**config.mk**
```make
export PLATFORM = sky130hd
export DESIGN_NAME = sysid_read_arbiter
export DESIGN_NICKNAME = d
export VERILOG_FILES = /design/src/rtl/sysid_read_arbiter.sv
export SDC_FILE = /design/constraint.sdc
export NUM_CORES = 1
export LEC_CHECK = 0
export BUFFER_PORTS_ARGS = -buffer_cell sky130_fd_sc_hd__buf_2
export CAP_MARGIN = 20
export CORE_UTILIZATION = 25
export DETAILED_ROUTE_END_ITERATION = 10
export MAX_ROUTING_LAYER = met4
export PLACE_DENSITY_LB_ADDON = 0.2
export SETUP_SLACK_MARGIN = 0.05
export SLEW_MARGIN = 20
export SYNTH_ARGS = -nofsm -noshare
export SYNTH_HDL_FRONTEND = slang
export SYNTH_SLANG_ARGS = --single-unit
```
**constraint.sdc**
```tcl
create_clock -name clock -period 2.5 [get_ports clock]
set_input_delay 0.375 -clock clock [delete_from_list [all_inputs] [get_ports clock]]
set_output_delay 0.375 -clock clock [all_outputs]
set_load 0.05 [all_outputs]
```
**src/rtl/sysid_read_arbiter.sv**
```systemverilog
// sysid_read_arbiter: two-master round-robin read arbiter in front of a
// combinational system-ID slave. One read is in flight at a time; data is
// registered and returned READ_LATENCY cycles after the accept cycle.
// Optional per-master grant counters are compiled in with SYSID_ARB_STATS_EN.
module sysid_read_arbiter #(
    parameter int READ_LATENCY = 1,
    parameter int DATA_W       = 32
) (
    input  logic              clock,
    input  logic              reset_n,
    input  logic              m0_read,
    input  logic              m0_address,
    output logic              m0_waitrequest,
    output logic [DATA_W-1:0] m0_readdata,
    output logic              m0_readdatavalid,
    input  logic              m1_read,
    input  logic              m1_address,
    output logic              m1_waitrequest,
    output logic [DATA_W-1:0] m1_readdata,
    output logic              m1_readdatavalid,
    output logic              s_address,
    input  logic [DATA_W-1:0] s_readdata
`ifdef SYSID_ARB_STATS_EN
    ,
    output logic [15:0]       m0_grant_count,
    output logic [15:0]       m1_grant_count
`endif
);

    typedef enum logic {IDLE = 1'b0, BUSY = 1'b1} state_t;

    // A latency of one captures at the end of the accept cycle, so BUSY is never entered.
    localparam bit          SINGLE     = (READ_LATENCY == 1);
    localparam int          LAST_CNT_I = (READ_LATENCY >= 2) ? READ_LATENCY - 2 : 0;
    localparam logic [1:0]  LAST_CNT   = LAST_CNT_I[1:0];

`ifndef SYNTHESIS
    // Reject latencies the 2-bit counter cannot represent.
    initial begin
        if (READ_LATENCY < 1 || READ_LATENCY > 4)
            $error("sysid_read_arbiter: READ_LATENCY=%0d outside 1..4", READ_LATENCY);
    end
`endif

    state_t            state_q, state_d;
    logic [1:0]        count_q, count_d;
    logic              last_grant_q, last_grant_d;
    logic              owner_q, owner_d;
    logic              addr_q, addr_d;
    logic [DATA_W-1:0] m0_rd_q, m0_rd_d, m1_rd_q, m1_rd_d;
    logic              m0_rdv_q, m0_rdv_d, m1_rdv_q, m1_rdv_d;

    logic accept, win, acc0, acc1, win_addr, capture, cap_owner;

    // Arbitration: only an idle arbiter out of reset accepts; ties go to the master not granted last.
    always_comb begin
        accept    = reset_n & (state_q == IDLE) & (m0_read | m1_read);
        win       = (m0_read & m1_read) ? ~last_grant_q : ~m0_read;
        acc0      = accept & ~win;
        acc1      = accept & win;
        win_addr  = win ? m1_address : m0_address;
        capture   = (accept & SINGLE) | ((state_q == BUSY) & (count_q == LAST_CNT));
        cap_owner = (state_q == BUSY) ? owner_q : win;
        s_address = accept ? win_addr : ((state_q == BUSY) ? addr_q : 1'b0);
    end

    assign m0_waitrequest   = ~reset_n | (m0_read & ~acc0);
    assign m1_waitrequest   = ~reset_n | (m1_read & ~acc1);
    assign m0_readdata      = m0_rd_q;
    assign m1_readdata      = m1_rd_q;
    assign m0_readdatavalid = m0_rdv_q;
    assign m1_readdatavalid = m1_rdv_q;

    // Next-state: latch the winner on accept, count latency, capture slave data into the owner.
    always_comb begin
        state_d      = state_q;
        count_d      = count_q;
        last_grant_d = last_grant_q;
        owner_d      = owner_q;
        addr_d       = addr_q;
        m0_rd_d      = m0_rd_q;
        m1_rd_d      = m1_rd_q;
        m0_rdv_d     = 1'b0;
        m1_rdv_d     = 1'b0;
        case (state_q)
            IDLE: begin
                if (accept) begin
                    owner_d      = win;
                    addr_d       = win_addr;
                    last_grant_d = win;
                    count_d      = 2'd0;
                    state_d      = SINGLE ? IDLE : BUSY;
                end
            end
            BUSY: begin
                count_d = count_q + 2'd1;
                if (count_q == LAST_CNT)
                    state_d = IDLE;
            end
            default: state_d = IDLE;
        endcase
        if (capture) begin
            if (cap_owner) begin
                m1_rd_d  = s_readdata;
                m1_rdv_d = 1'b1;
            end else begin
                m0_rd_d  = s_readdata;
                m0_rdv_d = 1'b1;
            end
        end
    end

    // State register; reset abandons any in-flight read.
    always_ff @(posedge clock) begin
        if (!reset_n) begin
            state_q      <= IDLE;
            count_q      <= 2'd0;
            last_grant_q <= 1'b1;
            owner_q      <= 1'b0;
            addr_q       <= 1'b0;
            m0_rd_q      <= '0;
            m1_rd_q      <= '0;
            m0_rdv_q     <= 1'b0;
            m1_rdv_q     <= 1'b0;
        end else begin
            state_q      <= state_d;
            count_q      <= count_d;
            last_grant_q <= last_grant_d;
            owner_q      <= owner_d;
            addr_q       <= addr_d;
            m0_rd_q      <= m0_rd_d;
            m1_rd_q      <= m1_rd_d;
            m0_rdv_q     <= m0_rdv_d;
            m1_rdv_q     <= m1_rdv_d;
        end
    end

`ifdef SYSID_ARB_STATS_EN
    logic [15:0] m0_grant_count_q, m0_grant_count_d;
    logic [15:0] m1_grant_count_q, m1_grant_count_d;

    // Saturating grant counters, one per master.
    always_comb begin
        m0_grant_count_d = m0_grant_count_q;
        m1_grant_count_d = m1_grant_count_q;
        if (acc0 && m0_grant_count_q != 16'hFFFF) m0_grant_count_d = m0_grant_count_q + 16'd1;
        if (acc1 && m1_grant_count_q != 16'hFFFF) m1_grant_count_d = m1_grant_count_q + 16'd1;
    end

    // Grant counter registers.
    always_ff @(posedge clock) begin
        if (!reset_n) begin
            m0_grant_count_q <= 16'd0;
            m1_grant_count_q <= 16'd0;
        end else begin
            m0_grant_count_q <= m0_grant_count_d;
            m1_grant_count_q <= m1_grant_count_d;
        end
    end

    assign m0_grant_count = m0_grant_count_q;
    assign m1_grant_count = m1_grant_count_q;
`endif

endmodule

```
# Word level (Yosys, flattened, before mapping)
# Index checks and enable logic that the tools add are counted.
[totals]
register_bits = 72
input_bits = 38
output_inout_bits = 69
[classes]
add_sub_neg = 1
n_eq_ne = 1
mux = 11
bitwise_logic = 20
reduce_logical = 5
[ops]
columns = ["operator", "n"]
rows = [
  ["$and A1 B1 Y1", 8],
  ["$mux W1", 8],
  ["$not A1 Y1", 8],
  ["$reduce_and A2 Y1", 4],
  ["$or A1 B1 Y1", 4],
  ["$pmux W2 S2", 1],
  ["$add A2 B1 Y2 const B", 1],
  ["$logic_not A2 Y1", 1],
  ["$mux W2", 1],
  ["$ne A2 B2 Y1 const B", 1],
  ["$pmux W1 S2", 1],
]

# Logic depth before layout (Yosys ltp)
[logic_depth]
ltp_word = 7
mapped_depth = 6
mapped_depth_nobuf = 5

# Least setup slack after synthesis
# OpenSTA, ideal clock, no wires.
[synth_path]
path_type = "input to output"
from = "input reset_n"
to = "output m1_waitrequest"
arrival_time_ns = 2.005
t_required_ns = 2.125
slack_ns = 0.120
path_stages = 4
cell_sequence = "buf_2 and2b_1 and3_1 o21ai_0"
[synth_between]
elab_chain_len = 6
elab_cells_between_ends = 7
cone_classes = "bitwise (7)"
[synth_rtl]
columns = ["element", "line", "source"]
rows = [
  ["start: declaration", "10", "input logic reset_n,"],
  ["$and A1 B1 Y1 (2 in series)", "57", "accept = reset_n & (state_q == IDLE) & (m0_read | m1_read);"],
  ["$and A1 B1 Y1", "60", "acc1 = accept & win;"],
  ["$not A1 Y1", "68", "assign m1_waitrequest = ~reset_n | (m1_read & ~acc1);"],
  ["$and A1 B1 Y1", "68", ""],
  ["$or A1 B1 Y1 *", "68", ""],
  ["end: declaration", "18", "output logic m1_waitrequest,"],
]
# Every way passes the cells marked *; elsewhere a longest branch is shown, timed or not.

# Final worst setup path
[layout_path]
from = "register state_q"
to = "output s_address"
[layout_between]
elab_chain_len = 4
elab_cells_between_ends = 5
cone_classes = "mux (2); bitwise (3)"
[layout_rtl]
columns = ["element", "line", "source"]
rows = [
  ["start: declaration", "45", "state_t state_q, state_d;"],
  ["start signal: assignment", "126", "state_q <= state_d;"],
  ["$not A1 Y1 (no line)", "--", ""],
  ["$and A1 B1 Y1 (2 in series)", "57", ""],
  ["$mux W1 *", "64", "s_address = accept ? win_addr : ((state_q == BUSY) ? addr_q : 1'b0);"],
  ["end: declaration", "21", "output logic s_address,"],
]
# Marked as above.

==> flow_metrics.tcl <==
set metrics [dict create \
    grt_pass1_vias 2184 \
    cts-htree-levels 3 \
    total_power_w 0.002805 \
    required_ps 2120 \
    synth_area_per_cell_sq_um 9.654 \
    die_h_um 108.2 \
    hp-start "s_readdata[27]" \
    cts_tree "built" \
    switching_share_pct 28.09 \
    grt_pass1_wl_mm 10.23 \
    yosysTopAreaCell "dfxtp_1" \
    cts_sinks 72 \
    yosysWarnings 0 \
    clk_latency_ps 320 \
    num-fill-cells 1195 \
    clockRootBuffer "clkbuf_16" \
    holdWs_ps 321.2 \
    yosys-top-cells-count "nand2_1 (105), dfxtp_1 (72), mux2i_1 (64)" \
    period_minus_slack_ps 2238 \
    setup_tns_ps 0 \
    cts_buffers 9 \
    synthTopCellsByArea "dfxtp_1 (51%), mux2i_1 (23%), nand2_1 (14%), buf_6 (2.4%), clkbuf_1 (1.3%)" \
    synth.net_count 331 \
    finalCritPeriodShare_pct 89.51 \
    rows 38 \
    power_density_nw_per_um2 755.7 \
    antenna_found_initial 0 \
    cellLeakagePower_nw 1.690 \
    pwr-share-comb_pct 16.1 \
    cts_hold_buf 0 \
    ir_worst_vdd_mv 0.3355 \
    synth_most_common_cell "nand2_1" \
    p_switching_w 0.0007882 \
    layout-drive-gt1-share_pct 31.49 \
    finalHoldViolations 0 \
    yosysSeqAreaShare_pct 51.13 \
    whs_path_depth 3 \
    core_sq_um 10940 \
    synth.top_cell.area_share_pct 51.13 \
    arrival_ps 1860 \
    cts.path.max_buffers 2 \
    start_util_pct 25.78 \
    dr_total_vias 2255 \
    yosysUniqueCellTypes 27 \
    setup_viol 0 \
    critPathLaunchType "flop" \
    gr-total-overflow 0 \
    viasPerCell 4.199 \
    fin_util_pct 33.95 \
    synth_edf_count 0 \
    nets 433 \
    r2r_slack_ps 830 \
    p_seq_share_pct 43.9 \
    fin_skew_ps 2.642 \
    cp_max_fo 12 \
    hold_class "input pin to flop" \
    crit_start "state_q" \
    grt_usage_pct 11.90 \
    regArea_sq_um 1441 \
    antenna_cells 0 \
    rr_endpoint "m1_readdata[4]" \
    worst_pin_slew_ps 426.3 \
    ys.flop_type "dfxtp_1" \
    drc 0 \
    status "finished, final reports clean" \
    async_reset_ff_share_pct 0 \
    cts_setup_buffers 0 \
    clk_pin_slew_ps 50 \
    dieArea_sq_um 11700 \
    synthToLayoutAreaGrowth_pct 31.69 \
    critPathKind "flop to output pin" \
    multi_input_area_sq_um 1240 \
    gp_congestion 0.6801 \
    ant_nets 0 \
    rsz0062_at_grt "false" \
    grt_max_degree 106 \
    syn-cell-area_sq_um 2819 \
    firstDrtPassIters 6 \
    slew_viol_final 0 \
    pwr-share-clk_pct 40.0 \
    wire_per_inst_um 11.88 \
    portBuffers 106 \
    r2r-start "state_q" \
    io_pins 107 \
    maxCapViolCount 0 \
    fp.dieW_um 108.2 \
    post_cts_resize_count 0 \
    routed_wl_mm 6.380 \
    dpl.hpwl_mm 4.221 \
    yosys_register_bits 72 \
    dpl.cell_count 523 \
    p_int_w 0.002017 \
    end_kind "output pin" \
    slew-limit-headroom_pct 71.54 \
    fin_cells 537 \
    holdPathEnd "m1_readdata[27]" \
    synthesis.instances 292 \
    dr.first_iter.drc_count 110 \
    reg2reg_depth 5 \
    max_freq_mhz 446.9 \
]
## flip-flops by register name, summed over array words and instances, names as in the netlist
register	count
m0_readdata	32
count_q	2
owner_q	1
m0_readdatavalid	1
m1_readdata	32
m1_readdatavalid	1
addr_q	1
state_q	1
last_grant_q	1
## cell families (layout without fill, tap and decap cells)
| group | count (synthesis) | after routing | share of synthesized area [%] |
|---|---|---|---|
| compound gates | 11 | 11 | 3.063 |
| fa+ha+maj | 1 | 1 | 0.4438 |
| flops | 72 | 72 | 51.13 |
| mux | 64 | 64 | 22.73 |
| buf+inv | 23 | 128 | 4.882 |
| simple gates | 121 | 121 | 17.75 |
## layout by cell type (no fill, tap or decap), drive strengths merged
| cell | netlist | final |
|---|---|---|
| ha | 1 | 1 |
| o22a | 1 | 1 |
| nand2 | 105 | 105 |
| a22oi | 1 | 1 |
| and3 | 1 | 1 |
| nor2b | 4 | 4 |
| and4b | 1 | 1 |
| a21boi | 1 | 1 |
| nor3 | 1 | 1 |
| mux2i | 64 | 64 |
| nand2b | 2 | 2 |
| o31a | 1 | 1 |
| clkbuf | 10 | 13 |
| o21ai | 2 | 2 |
| clkinv | 0 | 1 |
| o311ai | 1 | 1 |
| or2 | 1 | 1 |
| a21oi | 3 | 3 |
| dfxtp | 72 | 72 |
| inv | 4 | 4 |
| nor2 | 5 | 5 |
| and2b | 1 | 1 |
| o22ai | 1 | 1 |
| buf | 9 | 110 |
## metal layers
metal / track usage, % / share of wire (%)
met5: - / 0
met2: 19.24 / 48
met1: 12.95 / 44
met3: 4.702 / 7.1
met4: 4.990 / 1.5
## layout make-up
| cell class | count | share of cell area, % |
|---|---|---|
| flip-flops and latches | 72 | 38.83 |
| multi-input cells | 197 | 33.40 |
| repair buffers | 110 | 15.77 |
| clock buffers | 13 | 6.741 |
| well taps | 140 | 4.719 |
| inverters | 4 | 0.4044 |
| clock inverters | 1 | 0.1348 |
## per-stage QoR
step                      cell area [sq um]  setup slack (ps)
final                                  3712             262.1
after global routing                   3712             156.1
after CTS                              3712             250.7
after detailed placement               3457             602.4
after global placement                 3457             636.3
after floorplan                        2819             120.3
## critical path, stage by stage, from the launching register on
cell and delay (ps):
dfxtp_1 580, and2b_1 300, and3_1 230, a21oi_1 170
nand2_1 60, buf_2 210
## power by group through the flow
| stage | Clock (W) | Combinational, W | Sequential (W) |
|---|---|---|---|
| 3_5_place_dp | 0 | 0.000459 | 0.00126 |
| 5_1_grt | 0.00122 | 0.000486 | 0.00124 |
| 2_1_floorplan | 0 | 0.000162 | 0.00144 |
| 4_1_cts | 0.00118 | 0.000459 | 0.00123 |
| 6_report | 0.00112 | 0.000452 | 0.00123 |
| 3_3_place_gp | 0 | 0.000456 | 0.00125 |
## worst max path at each step
| stage | endpoint | cells past startpoint |
|---|---|---|
| final | s_address | 5 |
| after floorplan | m1_waitrequest | 4 |
| after detailed placement | s_address | 5 |
| after global routing | m1_waitrequest | 4 |
| after CTS | s_address | 5 |
| after global placement | s_address | 5 |
No activity file was read; power rests on OpenSTA's default activity.
